**config.mk**
```make
export PLATFORM = sky130hd
export DESIGN_NAME = serial_magnitude_cmp_ctrl
export DESIGN_NICKNAME = d
export VERILOG_FILES = /design/src/rtl/serial_cmp_pkg.sv /design/src/rtl/bit_cmp_cell.sv /design/src/rtl/serial_magnitude_cmp_ctrl.sv
export SDC_FILE = /design/constraint.sdc
export NUM_CORES = 1
export LEC_CHECK = 0
export ABC_CLOCK_PERIOD_IN_PS = 3500
export CAP_MARGIN = 20
export CORE_ASPECT_RATIO = 1.25
export CORE_MARGIN = 3
export CORE_UTILIZATION = 30
export CTS_CLUSTER_DIAMETER = 120
export DETAILED_ROUTE_END_ITERATION = 10
export PLACE_DENSITY = 0.63
export SYNTH_ARGS = -nofsm -noshare
export SYNTH_HDL_FRONTEND = slang
export SYNTH_HIERARCHICAL = 1
export SYNTH_SLANG_ARGS = --single-unit
```
**constraint.sdc**
```tcl
create_clock -name clk_i -period 3.5 [get_ports clk_i]
set_clock_uncertainty 0.1 [all_clocks]
set_input_delay 0.525 -clock clk_i [delete_from_list [all_inputs] [get_ports clk_i]]
set_output_delay 0.525 -clock clk_i [all_outputs]
set_load 0.005 [all_outputs]
```
**src/rtl/serial_cmp_pkg.sv**
```systemverilog
// Shared types and helpers for the bit-serial magnitude comparator.
package serial_cmp_pkg;

    typedef enum logic [1:0] {
        IDLE  = 2'd0,
        SHIFT = 2'd1,
        DONE  = 2'd2
    } state_e;

    function automatic int cnt_w(input int width);
        return $clog2(width + 1);
    endfunction

endpackage

```
**src/rtl/bit_cmp_cell.sv**
```systemverilog
// Combinational single-bit comparator cell, reused every bit-cycle by the sequencer.
module bit_cmp_cell (
    input  logic a_i,
    input  logic b_i,
    output logic eq_o,
    output logic neq_o,
    output logic l_o,
    output logic g_o
);

    assign l_o   = ~a_i & b_i;
    assign g_o   = a_i & ~b_i;
    assign neq_o = a_i ^ b_i;
    assign eq_o  = ~(a_i ^ b_i);

endmodule

```
**src/rtl/serial_magnitude_cmp_ctrl.sv**
```systemverilog
// Bit-serial MSB-first unsigned magnitude comparator with valid/ready on both the
// operand and the result side; one shared bit_cmp_cell does all the comparing.
module serial_magnitude_cmp_ctrl
    import serial_cmp_pkg::*;
#(
    parameter  int WIDTH      = 8,
    parameter  bit EARLY_EXIT = 1'b1,
    localparam int CW         = cnt_w(WIDTH)
) (
    input  logic             clk_i,
    input  logic             rst_i,
    input  logic             start_valid_i,
    output logic             start_ready_o,
    input  logic [WIDTH-1:0] a_i,
    input  logic [WIDTH-1:0] b_i,
    output logic             res_valid_o,
    input  logic             res_ready_i,
    output logic             eq_o,
    output logic             neq_o,
    output logic             l_o,
    output logic             g_o,
    output logic             busy_o,
    output logic [CW-1:0]    cycles_o
);

    state_e state_q, state_d;

    logic [WIDTH-1:0] sa_q, sb_q;
    logic [CW-1:0]    idx_q, cycles_q;
    logic             ls_q, gs_q;
    logic             eq_q, neq_q, l_q, g_q;

    logic cell_eq, cell_neq, cell_l, cell_g;
    logic decided, finish;
    logic fl_eq, fl_neq, fl_l, fl_g;

    bit_cmp_cell u_cell (
        .a_i   (sa_q[WIDTH-1]),
        .b_i   (sb_q[WIDTH-1]),
        .eq_o  (cell_eq),
        .neq_o (cell_neq),
        .l_o   (cell_l),
        .g_o   (cell_g)
    );

    // Once a higher bit has differed, the sticky flags own the decision.
    assign decided = ls_q | gs_q;
    assign finish  = (EARLY_EXIT && cell_neq) || (idx_q == '0);

    always_comb begin
        fl_l   = decided ? ls_q : cell_l;
        fl_g   = decided ? gs_q : cell_g;
        fl_neq = decided | cell_neq;
        fl_eq  = ~decided & cell_eq;
    end

    always_ff @(posedge clk_i) begin
        if (rst_i) begin
            state_q <= IDLE;
        end else begin
            state_q <= state_d;
        end
    end

    always_comb begin
        state_d = state_q;
        case (state_q)
            IDLE:    if (start_valid_i) state_d = SHIFT;
            SHIFT:   if (finish)        state_d = DONE;
            DONE:    if (res_ready_i)   state_d = IDLE;
            default:                    state_d = IDLE;
        endcase
    end

    always_comb begin
        start_ready_o = (state_q == IDLE);
        busy_o        = (state_q != IDLE);
        res_valid_o   = (state_q == DONE);
    end

    always_ff @(posedge clk_i) begin
        if (rst_i) begin
            sa_q     <= '0;
            sb_q     <= '0;
            idx_q    <= '0;
            cycles_q <= '0;
            ls_q     <= 1'b0;
            gs_q     <= 1'b0;
            eq_q     <= 1'b0;
            neq_q    <= 1'b0;
            l_q      <= 1'b0;
            g_q      <= 1'b0;
        end else begin
            case (state_q)
                IDLE: begin
                    if (start_valid_i) begin
                        sa_q     <= a_i;
                        sb_q     <= b_i;
                        idx_q    <= CW'(WIDTH - 1);
                        cycles_q <= '0;
                        ls_q     <= 1'b0;
                        gs_q     <= 1'b0;
                    end
                end
                SHIFT: begin
                    cycles_q <= cycles_q + CW'(1);
                    if (!decided) begin
                        ls_q <= cell_l;
                        gs_q <= cell_g;
                    end
                    sa_q  <= sa_q << 1;
                    sb_q  <= sb_q << 1;
                    idx_q <= idx_q - CW'(1);
                    if (finish) begin
                        eq_q  <= fl_eq;
                        neq_q <= fl_neq;
                        l_q   <= fl_l;
                        g_q   <= fl_g;
                    end
                end
                default: ;
            endcase
        end
    end

    assign eq_o     = eq_q;
    assign neq_o    = neq_q;
    assign l_o      = l_q;
    assign g_o      = g_q;
    assign cycles_o = cycles_q;

endmodule

```
==> results.py <==
metrics = {
    "power": {
        "powerDensity_nw_per_um2": 462,
        "power_frac_seq_pct": 45.5,
        "swShare_pct": 30.5,
        "power_frac_comb_pct": 26.8,
        "p_leak_nw": 0.791,
        "clock_power_share_pct": 27.7,
        "p_int_uw": 668,
        "netSwitchingPower_uw": 293,
        "power_uw": 961,
        "peakVddDrop_mv": 0.235,
    },
    "clocking": {
        "clk_path_buf_depth": 2,
        "clock_latency_ps": 290,
        "hold_buffers": 0,
        "cts_inserted_buffers": 5,
        "clk_pin_slew_ps": 60,
        "ctsResizeCount": 0,
        "h-tree-depth": 2,
        "post-cts-setup-buffer-count": 0,
        "cts-root-buf": "clkbuf_8",
        "clock_sinks": 32,
        "cts_tree": "yes",
    },
    "floorplanning": {
        "die_width_um": 73.2,
        "die_area_um2": 6590,
        "start_util_pct": 32.2,
        "fp-row-count": 29,
        "io_pins": 31,
        "core_area_um2": 5260,
        "die_y_um": 90.0,
    },
    "worst_setup_path": {
        "ff2ff_path_depth": 5,
        "worstPathArrival_ps": 1880,
        "timing.rr.end": "neq_o$_SDFFE_PP0P_",
        "r2r_setup_slack_ps": 1850,
        "reg2reg_from": "idx_q[0]$_SDFFE_PP0P_",
        "criticalPathCategory": "register to output port",
        "critical_path.max_fanout": 15,
        "worst_setup_path_start_kind": "register",
        "worstSetupStartpoint": "state_q[1]$_SDFFE_PP0P_",
        "required_ps": 2870,
        "end_kind": "output port",
        "cp-endpoint": "busy_o",
    },
    "synthesis": {
        "syn_area_um2": 1690,
        "ys_warn_count": 6,
        "synth_cells": 181,
        "syn_nets": 205,
        "synth_area_per_cell_um2": 9.35,
        "synth_cell_type_count": 34,
        "ys_ff_latch": 32,
        "seq_area_frac_synth_pct": 37.8,
    },
    "timing": {
        "drv_slew": 0,
        "fmax_mhz": 400,
        "fin_crit_sh_pct": 71.5,
        "relSlewSlack_pct": 56.9,
        "rsz0062_at_grt": "false",
        "min_period_ps": 2500,
        "setup_violations": 0,
        "hold_viol": 0,
        "timing.setup.tns_ps": 0,
        "tightest_slew_ps": 644,
        "worst_slack_ps": 998,
    },
    "final_layout": {
        "layout_commonest_cell": "nor2_1",
        "stdcell_count": 270,
        "n_antenna_cell": 0,
        "layout-drive-gt1-share_pct": 16.8,
        "final_cell_mix": "nor2_1 (33), dfxtp_1 (32), clkdlybuf4s50_1 (30)",
        "area_growth_pct": 23.0,
        "nets": 232,
    },
    "grt": {
        "antenna_found_initial": 0,
        "grt_pass1_vias": 1402,
        "grt_use_total_pct": 12.2,
        "grt_max_degree": 23,
        "grt_pass1_wl_um": 6470,
        "overflow": 0,
    },
    "detailed_routing": {
        "drt_iter0_markers": 46,
        "drc": 0,
        "wirelength_um": 3690,
        "dr_total_vias": 1357,
        "wl_per_cell_um": 13.7,
        "avgViaCountPerCell": 5.03,
        "firstDrtPassIters": 4,
        "ant_nets": 0,
    },
    "placed_design": {
        "dp_cells": 263,
        "gp_congestion": 0.753,
        "dp.final_hpwl_um": 2550,
        "portBuffers": 30,
        "dpl_worst_slack_ps": 1190,
    },
    "worst_hold_path": {
        "hold_path.class": "register to register",
        "hp-start": "l_o$_SDFFE_PP0P_",
    },
    "job": {
        "cap_violations": 0,
    },
    "outcome": {
        "status": "complete, no violations",
    },
}
flip-flops by register name, indices dropped and copies added (netlist names):
name,cells
cycles_o,4
eq_o,1
g_o,1
gs_q,1
idx_q,4
l_o,1
ls_q,1
neq_o,1
sa_q,8
sb_q,8
state_q,2
worst max-delay path, cell delays in order (launching register included):
cell	delay, ps
dfxtp_1	630
inv_2	300
nand2_1	150
clkdlybuf4s50_1	510
per-layer routing:
layer / up-vias / part of all wire, % / GRT usage, %
li1: 689 / - / -
met1: 641 / 45 / 15.5
met2: 22 / 49 / 19.6
met3: 5 / 4.5 / 3.46
met4: 0 / 1.5 / 4.15
met5: - / 0 / 0
synthesized netlist by cell type (all sizes together):
library cell  instances  area [um2]
nor3                  2        10.0
nor2b                 7        43.8
a22oi                 2        15.0
o32ai                 2        32.5
or3b                  1        8.76
nand3b                1        7.51
o2bb2ai              11        96.3
nand3                 1        5.00
o31ai                 1        7.51
a211oi               17         213
ha                    4        50.1
nand2                 5        18.8
or4b                  1        10.0
and3b                 2        17.5
mux2i                 5        50.1
dfxtp                32         641
nand2b                8        50.1
nor2                 33         124
buf                  10        77.6
and2b                 1        10.0
o21bai                2        15.0
a21oi                 6        30.0
inv                  10        37.5
mux2                  1        15.0
o22ai                 3        18.8
nor3b                 3        27.5
o21ba                 1        16.3
clkbuf                3        11.3
o21ai                 6        33.8
cells by family after synthesis:
logic type / synth area share (%)
simple gates: 19.7
compound gates: 28.2
flops: 37.8
buf+inv: 7.46
mux: 3.84
fa+ha+maj: 2.96
power by group through the flow:
stage / combinational, mW / clock [mW] / sequential (mW)
global placement: 0.257 / 0 / 0.445
global route: 0.289 / 0.288 / 0.444
floorplan: 0.199 / 0 / 0.436
detailed placement: 0.261 / 0 / 0.445
CTS: 0.262 / 0.271 / 0.438
finish: 0.258 / 0.266 / 0.437
through the flow:
stage               cell area (um2)  utilization (%)  hold WS [ps]
floorplan                      1690                -           352
global placement               2000             38.1           364
detailed placement             2000             38.1           371
CTS                            2080             39.6           382
global route                   2080             39.6           410
finish                         2080             39.6           376
how the worst min path moves through the flow:
stage | endpoint | cells past startpoint
2_1_floorplan | sa_q[0]$_SDFFE_PP0P_ | 2
3_3_place_gp | sb_q[0]$_SDFFE_PP0P_ | 2
3_5_place_dp | l_o$_SDFFE_PP0P_ | 2
4_1_cts | l_o$_SDFFE_PP0P_ | 2
5_1_grt | eq_o$_SDFFE_PP0P_ | 2
6_report | l_o$_SDFFE_PP0P_ | 2
cell type report:
cell class	count	area, um2
Tap cell	62	77.6
Timing Repair Buffer	33	323
Sequential cell	32	641
Clock inverter	1	5.00
Clock buffer	6	72.6
Inverter	10	37.5
Fill cell	520	3180
Multi-Input combinational cell	126	926
No activity file was read; power rests on OpenSTA's default activity.
